## config.mk

```make
export PLATFORM = sky130hd
export DESIGN_NAME = pin_down_timer
export DESIGN_NICKNAME = d
export VERILOG_FILES = /design/src/rtl/pin_down_timer.sv
export SDC_FILE = /design/constraint.sdc
export NUM_CORES = 1
export LEC_CHECK = 0
export CORE_MARGIN = 1
export CORE_UTILIZATION = 35
export CTS_CLUSTER_SIZE = 40
export DETAILED_ROUTE_END_ITERATION = 7
export HOLD_SLACK_MARGIN = 0.03
export PLACE_DENSITY = 0.58
export SETUP_SLACK_MARGIN = 0.2
export SKIP_LAST_GASP = 1
export SYNTH_ARGS = -nofsm -noshare
export SYNTH_HDL_FRONTEND = slang
export SYNTH_SLANG_ARGS = --single-unit
export TNS_END_PERCENT = 30
```

## constraint.sdc

```tcl
create_clock -name clk -period 2.2 [get_ports clk]
set_input_delay 0.44 -clock clk [delete_from_list [all_inputs] [get_ports clk]]
set_output_delay 0.44 -clock clk [all_outputs]
set_load 0.02 [all_outputs]
```

## src/rtl/pin_down_timer.sv

```systemverilog
// Loadable down-counter; holds at zero once expired. Shared by lockout and
// PIN-programming windows.
module pin_down_timer #(
  parameter int unsigned WIDTH = 8
) (
  input  logic             clk,
  input  logic             rst,
  input  logic             load,
  input  logic [WIDTH-1:0] load_val,
  output logic             zero
);

  logic [WIDTH-1:0] count_q, count_d;

  always_comb begin
    count_d = count_q;
    if (load) begin
      count_d = load_val;
    end else if (count_q != '0) begin
      count_d = count_q - WIDTH'(1);
    end
  end

  always_ff @(posedge clk or negedge rst) begin
    if (!rst) begin
      count_q <= '0;
    end else begin
      count_q <= count_d;
    end
  end

  assign zero = (count_q == '0);

endmodule

```

==> run summary <==
OUTCOME
------------------------------------------------------------------------------------------
Run status                                                                    complete, no violations

SYNTHESIS
------------------------------------------------------------------------------------------
Number of synthesized register bits                                                      8
Proportion of netlist area held by the largest area contributor                      42.0%
Sequential share of the synthesized area                                             42.0%
Area of the mapped netlist                                                        477 um^2
Library cell with the largest summed area after synthesis                          dfrtp_1
Post-synthesis cell type count                                                          27
Yosys Warn Count                                                                         0
Main area contributors after synthesis                                        dfrtp_1 (42%), o31ai_1 (4.7%), nand2_1 (3.9%)
Synth Instances                                                                         54
Net count of the mapped netlist                                                         66
Post-Syn Area per Cell                                                           8.83 um^2

WORST SETUP PATH
------------------------------------------------------------------------------------------
Crit-path max FO                                                                         2
Critical path, cell by cell                                                   or4_1, nor2_4, buf_6
Worst Setup End Kind                                                           output port
Startpoint type of the worst setup path                                           register
WP data arrival                                                                    1.53 ns
Path type of the worst setup path                                             register to output port
Register-to-Register Setup Slack                                                   0.43 ns
Data required time at the worst endpoint                                           1.76 ns
Critical-path top delay cell                                                         or4_1
Slowest cell delay on critical path                                                0.61 ns

GRT
------------------------------------------------------------------------------------------
Global-route wire length before repair                                             2060 um
Number of antenna violations at the first check in global routing                        0
Number of global-route vias before repair                                              466
Maximum number of pins on one net before global-route repair                             9
Overall routing resource usage                                                       20.8%
Congestion Overflow GR                                                                   0

DRT
------------------------------------------------------------------------------------------
Routed wire length                                                                 1220 um
Routed length per placed instance                                                  13.4 um
Iteration count of the initial detailed-routing pass                                     4
Via count                                                                              529
DRC violation count after routing                                                        0
Antenna Violating Nets Remaining                                                         0
Initial drt markers                                                                     23
Vias/cell                                                                             5.81

LAYOUT
------------------------------------------------------------------------------------------
Final Non-Filler Cells                                                                  91
Design Area, Final                                                                709 um^2
Filler Cell Count                                                                      113
Number of flip-flops in the largest register                                             8
Top reg by flops                                                                   count_q
Area Growth Syn to Fin                                                               48.8%
Core occupancy in the finished layout                                                59.8%
Registers with the most flip-flops                                              count_q x8
Final antenna diode count                                                                0
Leading cell type in the layout, fill and taps excluded                              buf_4
Nets                                                                                    91
Most frequent cells in the layout                                             buf_4 (11), clkdlybuf4s50_1 (10), dfrtp_1 (8)
Ratio of cells with drive above 1 in the final layout                                24.7%

PLACEMENT
------------------------------------------------------------------------------------------
Placement Setup Slack                                                            0.0396 ns
Area post-placement                                                               673 um^2
Port Buffers                                                                            11
Placed cells                                                                            88
Post-DP HPWL                                                                        915 um
Final Wtd Congestion                                                                 0.785

PWR
------------------------------------------------------------------------------------------
Ratio of total power to cell area                                              606 nW/um^2
Peak supply drop                                                                  0.291 mV
Static leakage                                                                    0.289 nW

TIMING
------------------------------------------------------------------------------------------
Hold Violations, Final                                                                   0
Setup repair after global routing missed its margin                                  false
Relative slew margins                                                                67.4%
Fin Setup TNS                                                                         0 ns
Maximum operating frequency                                                        508 MHz
Final Worst Setup Slack                                                           0.233 ns
Final Max Tran Viols                                                                     0
Post-route clock skew                                                           0.00451 ns
Actual transition at the worst max-transition pin                                 0.485 ns
Final critical path time including I/O delays and setup                            1.97 ns
Setup violators final                                                                    0
Fin crit share                                                                       89.4%

CLOCKING
------------------------------------------------------------------------------------------
H-Tree Level Count                                                                       1
Sinks on the clock net                                                                   8
Clock edge transition at the registers on the reported setup and hold paths        0.06 ns
Worst-case clock buffer depth                                                            2
Post-CTS Setup Inserts                                                                   0
Total CTS buffers                                                                        3
Hold bufs inserted after CTS                                                             0
Clock latency on the worst-skew pair                                               0.26 ns
Master cell of the clock root buffer                                              clkbuf_4
TritonCTS clock tree                                                                  done

FLOORPLAN
------------------------------------------------------------------------------------------
Io pins                                                                                 12
Core ar.                                                                         1190 um^2
Placement row count                                                                     12
Chip Height                                                                        38.9 um
Total Die Area                                                                   1510 um^2
Die Wd                                                                             38.9 um
Starting utilization of the core area                                                40.2%

WORST HOLD PATH
------------------------------------------------------------------------------------------
Min-Delay Path Class                                                          input port to asynchronous set/reset pin

FLOW RUN
------------------------------------------------------------------------------------------
Max Cap Violations                                                                       0

-- final cells by class --
type	instances	area, um^2	area share, %
tap	14	17.5	2.47
multi-input combinational	41	264	37.2
sequential	8	200	28.2
timing repair buffer	22	194	27.3
inverter	3	11.3	1.59
clock buffer	3	22.5	3.17
-- power by group --
part           switching (mW)  leakage [nW]  total [mW]  internal [mW]
combinational          0.0599         0.182       0.131         0.0713
clock                  0.0552        0.0138       0.118         0.0628
sequential             0.0150        0.0938       0.180          0.165
-- critical path, delay by kind of cell (launching register included) --
kind                   cells  cell delay (ns)
and+or+nand+nor            2             0.77
DFF                        1             0.39
buffers and inverters      1             0.12
-- through the flow --
stage | total power, mW | hold slack (ns)
3_5_place_dp | 0.308 | 0.633
2_1_floorplan | 0.245 | 0.144
5_1_grt | 0.458 | 0.498
3_3_place_gp | 0.307 | 0.639
4_1_cts | 0.425 | 0.482
6_report | 0.430 | 0.461
-- final timing paths --
| check | from | endpoint | cells after the start |
|---|---|---|---|
| max reg2reg | count_q[0] | count_q[6] | 6 |
| max | count_q[4] | zero | 3 |
| min in group clk | count_q[0] | count_q[0] | 3 |
| max in group asynchronous | rst | count_q[7] | 1 |
| min | rst | count_q[3] | 1 |
| min reg2reg | count_q[0] | count_q[0] | 3 |
-- Yosys cell counts (all sizes together) --
| cell | n |
|---|---|
| dfrtp | 8 |
| nand2 | 5 |
| nor2 | 5 |
| a21oi | 3 |
| inv | 3 |
| nor3 | 3 |
| o31ai | 3 |
| nand3 | 2 |
| nor4 | 2 |
| o21ai | 2 |
| or4 | 2 |
| a21boi | 1 |
| a221oi | 1 |
| a2bb2oi | 1 |
| a31oi | 1 |
| clkbuf | 1 |
| dlygate4sd1 | 1 |
| ha | 1 |
| nand4 | 1 |
| nor3b | 1 |
| o22ai | 1 |
| o311ai | 1 |
| o31a | 1 |
| o41ai | 1 |
| or3 | 1 |
| or3b | 1 |
| xnor2 | 1 |
-- what timing repair did --
action,in CTS,in global routing
gates cloned,0,0
pin swaps,0,1
resized for setup,4,7
endpoints found under the setup margin,1,1
-- kinds of logic (layout without fill, tap and decap cells) --
| logic type | Yosys count | in the layout | share of synthesized area [%] |
|---|---|---|---|
| flops | 8 | 8 | 42.0 |
| xor+xnor | 1 | 1 | 1.84 |
| compound gates | 16 | 16 | 23.4 |
| buf+inv | 5 | 28 | 5.25 |
| fa+ha+maj | 1 | 1 | 2.62 |
| simple gates | 23 | 23 | 24.9 |
-- layer usage --
layer	vias up	routed length (um)	global-route usage (%)
met5	-	0	0
met4	0	27	10.3
met3	9	75	5.20
met2	30	532	28.7
met1	236	583	29.5
li1	254	-	-
(Power assumes the default switching activity.)
==> patch 1, RTL diff (same settings) <==
Reset style: synchronous (`rst`), changed in one clocked block.
--- a/src/rtl/pin_down_timer.sv
+++ b/src/rtl/pin_down_timer.sv
@@ -21,7 +21,7 @@
     end
   end
 
-  always_ff @(posedge clk or negedge rst) begin
+  always_ff @(posedge clk) begin
     if (!rst) begin
       count_q <= '0;
     end else begin
Behaviour: differs if rst is asserted again (counterexample within 4 cycles, from zero or initial values and one cycle with rst low); with rst held inactive, the same outputs for 10 cycles.
==> patch 1 against the unedited design <==
- area after synthesis fell by 3.9%
- hold slack improved by 0.069 ns
- cell count fell by 12%
- setup slack improved by 0.14 ns
- design area fell by 14%
- total power fell by 0.34%
- sequential cell count did not move
- wire length fell by 22%
- largest power group unchanged
==> patch 1: results (changes against the unedited design) <==
cts_resized: 1  # -3
crit_path_top_delay_cell: "dfxtp_1"
use_met1: 0.201  # -0.0939
pre_cts_ws_ns: 0.217  # +0.178 ns
grt_pass1_wl_mm: 1.57  # -23%
cp_max_fo: 4  # +2
synth.avg_cell_area_um2: 8.98  # +1.7%
grtUsageTotal: 0.164  # -0.0446
synth_common_cells: "dfxtp_1, nand3_1, nand2_1"
use_met3: 0.0174  # -0.0346
p_leak_uw: 0.000234  # -19%
met3_length_um: 30  # -60%
timing.hold.ws_ns: 0.530  # +0.0690 ns
status: "complete, no violations"
dp_cells: 77  # -13%
worstPathArrival_ns: 1.39  # -0.14 ns
grt_pass1_vias: 389  # -17%
drive_above_1_share: 0.152  # -0.0952
drt-met1-wl_um: 468  # -20%
post-route-util: 0.528  # -0.0700
r2r_slack_ns: 0.70  # +0.27 ns
grt_max_degree: 12  # +3
synth.top_cells.by_area: "dfxtp_1, nand3_1, o31ai_1"
drt_iter0_drc: 2  # -91%
reg2reg_depth: 5  # -1
num_vias: 415  # -22%
timing.rr.end: "count_q[1]"
crit_path_max_incr_delay_ns: 0.36  # -0.25 ns
patch 1: cell types whose count changed in the layout (fill, tap and decap cells not counted), sizes merged, moves of 2 or more:
cell and change:
nor2 -3, buf -9, or4 -2, xnor2 +2, dfxtp +8, a21oi -2
dfrtp -8, nand3 +4
patch 1: power groups by stage:
stage | combinational [uW] | sequential, uW | clock [uW]
floorplan | 97.2 | 183 | 0
global placement | 138 | 187 | 0
detailed placement | 138 | 187 | 0
CTS | 137 | 184 | 114
global route | 151 | 186 | 122
finish | 135 | 184 | 109
patch 1: area by class of cell:
cell class                 instances  share of cell area
inverter                           3              0.0184
multi-input combinational         38               0.445
sequential                         8               0.262
tap                               14              0.0287
clock buffer                       3              0.0369
timing repair buffer              14               0.209
patch 1: cells by family after synthesis:
family          after synthesis  synth area share
flops                         8             0.350
mux                           1            0.0219
simple gates                 21             0.295
fa+ha+maj                     1            0.0273
xor+xnor                      4            0.0765
compound gates               11             0.172
buf+inv                       5            0.0574
==> patch 2, RTL diff (same flow settings) <==
Made on the original files. The parameter `WIDTH` goes from 8 to 12.
--- a/src/rtl/pin_down_timer.sv
+++ b/src/rtl/pin_down_timer.sv
@@ -1,7 +1,7 @@
 // Loadable down-counter; holds at zero once expired. Shared by lockout and
 // PIN-programming windows.
 module pin_down_timer #(
-  parameter int unsigned WIDTH = 8
+  parameter int unsigned WIDTH = 12
 ) (
   input  logic             clk,
   input  logic             rst,
Interface: changed (resized load_val); port bits go from 12 to 16. No check against the original RTL was run, so the function may have changed too.
==> patch 2 against the unedited design <==
- cell count is 46% higher
- sequential share of layout area down 0.85 points
- area after synthesis up 53%
- design area grew 55%
- setup slack improved by 0.045 ns
- sequential cell count rose by 4
- highest routed layer is now met3
- first-iteration DRC count up 13%
- total power up 50%
- synthesized cell count rose by 33%
- wire length grew 41%
==> patch 2: results (changes against the unedited design) <==
grt_max_degree: 16  # +7
numPortBuffers: 15  # +4
place.gp.congestion: 0.775  # -1.3%
gr-usage-met2: 0.265  # -0.0226
synth_common_cells: "dfrtp_1, nand2_1, a21oi_1, inv_1, xnor2_1"
seq_area_frac_synth: 0.411  # -0.00899
r2r_slack_ns: 0.29  # -0.14 ns
synth_compound_area_frac: 0.199  # -0.0350
met3_length_um: 84  # +12%
use_met1: 0.246  # -0.0495
clk_latency_ns: 0.28  # +0.02 ns
drt-met1-wl_um: 799  # +37%
reg2reg_depth: 7  # +1
post_cts_buffers: 1  # +1
htree_levels: 1  # unchanged
p_leak_uw: 0.000457  # +58%
largest_registers: "count_q: 12 flops"
grt_antenna_before_repair: 0  # unchanged
setup.worst_path.start: "count_q[1]"
dr_wl_met2_um: 830  # +56%
cts_resized: 7  # +3
worstPathArrival_ns: 1.48  # -0.05 ns
switching_power_uw: 186  # +43%
synthAdderAreaFrac: 0.0342  # +0.00800
dp.final_hpwl_mm: 1.31  # +43%
totalWireLength_mm: 1.71  # +41%
synth-xor-area-share: 0.0599  # +0.0416
crit_path_max_incr_delay_ns: 0.42  # -0.19 ns
powerClk_uw: 177  # +50%
grt_pass1_wl_mm: 2.70  # +32%
timing.rr.end: "count_q[6]"
grtUsageTotal: 0.175  # -0.0337
synth.top_cells.by_area: "dfrtp_1, xnor2_1, nand2_1"
diodes: 0  # unchanged
drive_above_1_share: 0.321  # +0.0740
switching_share: 0.289  # -0.0139
synthDistinctLibCells: 34  # +26%
hold_class: "in2async"
clkTransAtPathRegs_ns: 0.08  # +0.02 ns
use_met3: 0.0679  # +0.0159
dr.max_layer_used: "met3"
via_per_inst: 4.96  # -15%
fin_cells: 133  # +46%
p_seq_frac: 0.426  # +0.006
cp_top_family: "flip-flops"
cp_max_fo: 3  # +1
slew_headroom: 0.639  # -0.0353
nets: 124  # +36%
status: "complete, no violations"
crit_path_top_delay_cell: "dfrtp_1"
synth_nets: 89  # +35%
synthMuxAreaShare: 0.0291  # +0.0291
grt_pass1_vias: 574  # +23%
fmax_mhz: 520  # +2.3%
postSynthCellCount: 72  # +33%
ir_worst_vdd_uv: 349  # +20%
finClkSkew_ns: 0.00227  # -0.00225 ns
drt_iter0_drc: 26  # +13%
nFillCells: 195  # +73%
patch 2: cell types whose count changed in the layout (fill, tap and decap cells not counted), moves of 3 or more:
cell,change
buf_4,+6
clkdlybuf4s50_1,+4
dfrtp_1,+4
a22o_1,+3
xnor2_1,+3
patch 2: area by class of cell:
cell class,count,area share
Tap cell,27,0.0308
Sequential cell,12,0.274
Clock buffer,4,0.0331
Multi-Input combinational cell,53,0.391
Inverter,5,0.0171
Timing Repair Buffer,32,0.254
patch 2: worst reg2reg max path, stage by stage (launching register included):
cell and delay (ns):
dfrtp_1 0.41, inv_1 0.09, buf_4 0.13, ha_2 0.19, or3b_4 0.41, o31a_1 0.26
a311oi_2 0.22, a21oi_1 0.07
patch 2: per-stage QoR:
step                      setup slack, ns  instance area, um2  hold slack, ns
final                               0.278                1100           0.512
after global routing                0.170                1100           0.559
after CTS                           0.192                1060           0.529
after detailed placement           0.0494                1000           0.640
after global placement              0.112                1000           0.641
after floorplan                     0.429                 731           0.144
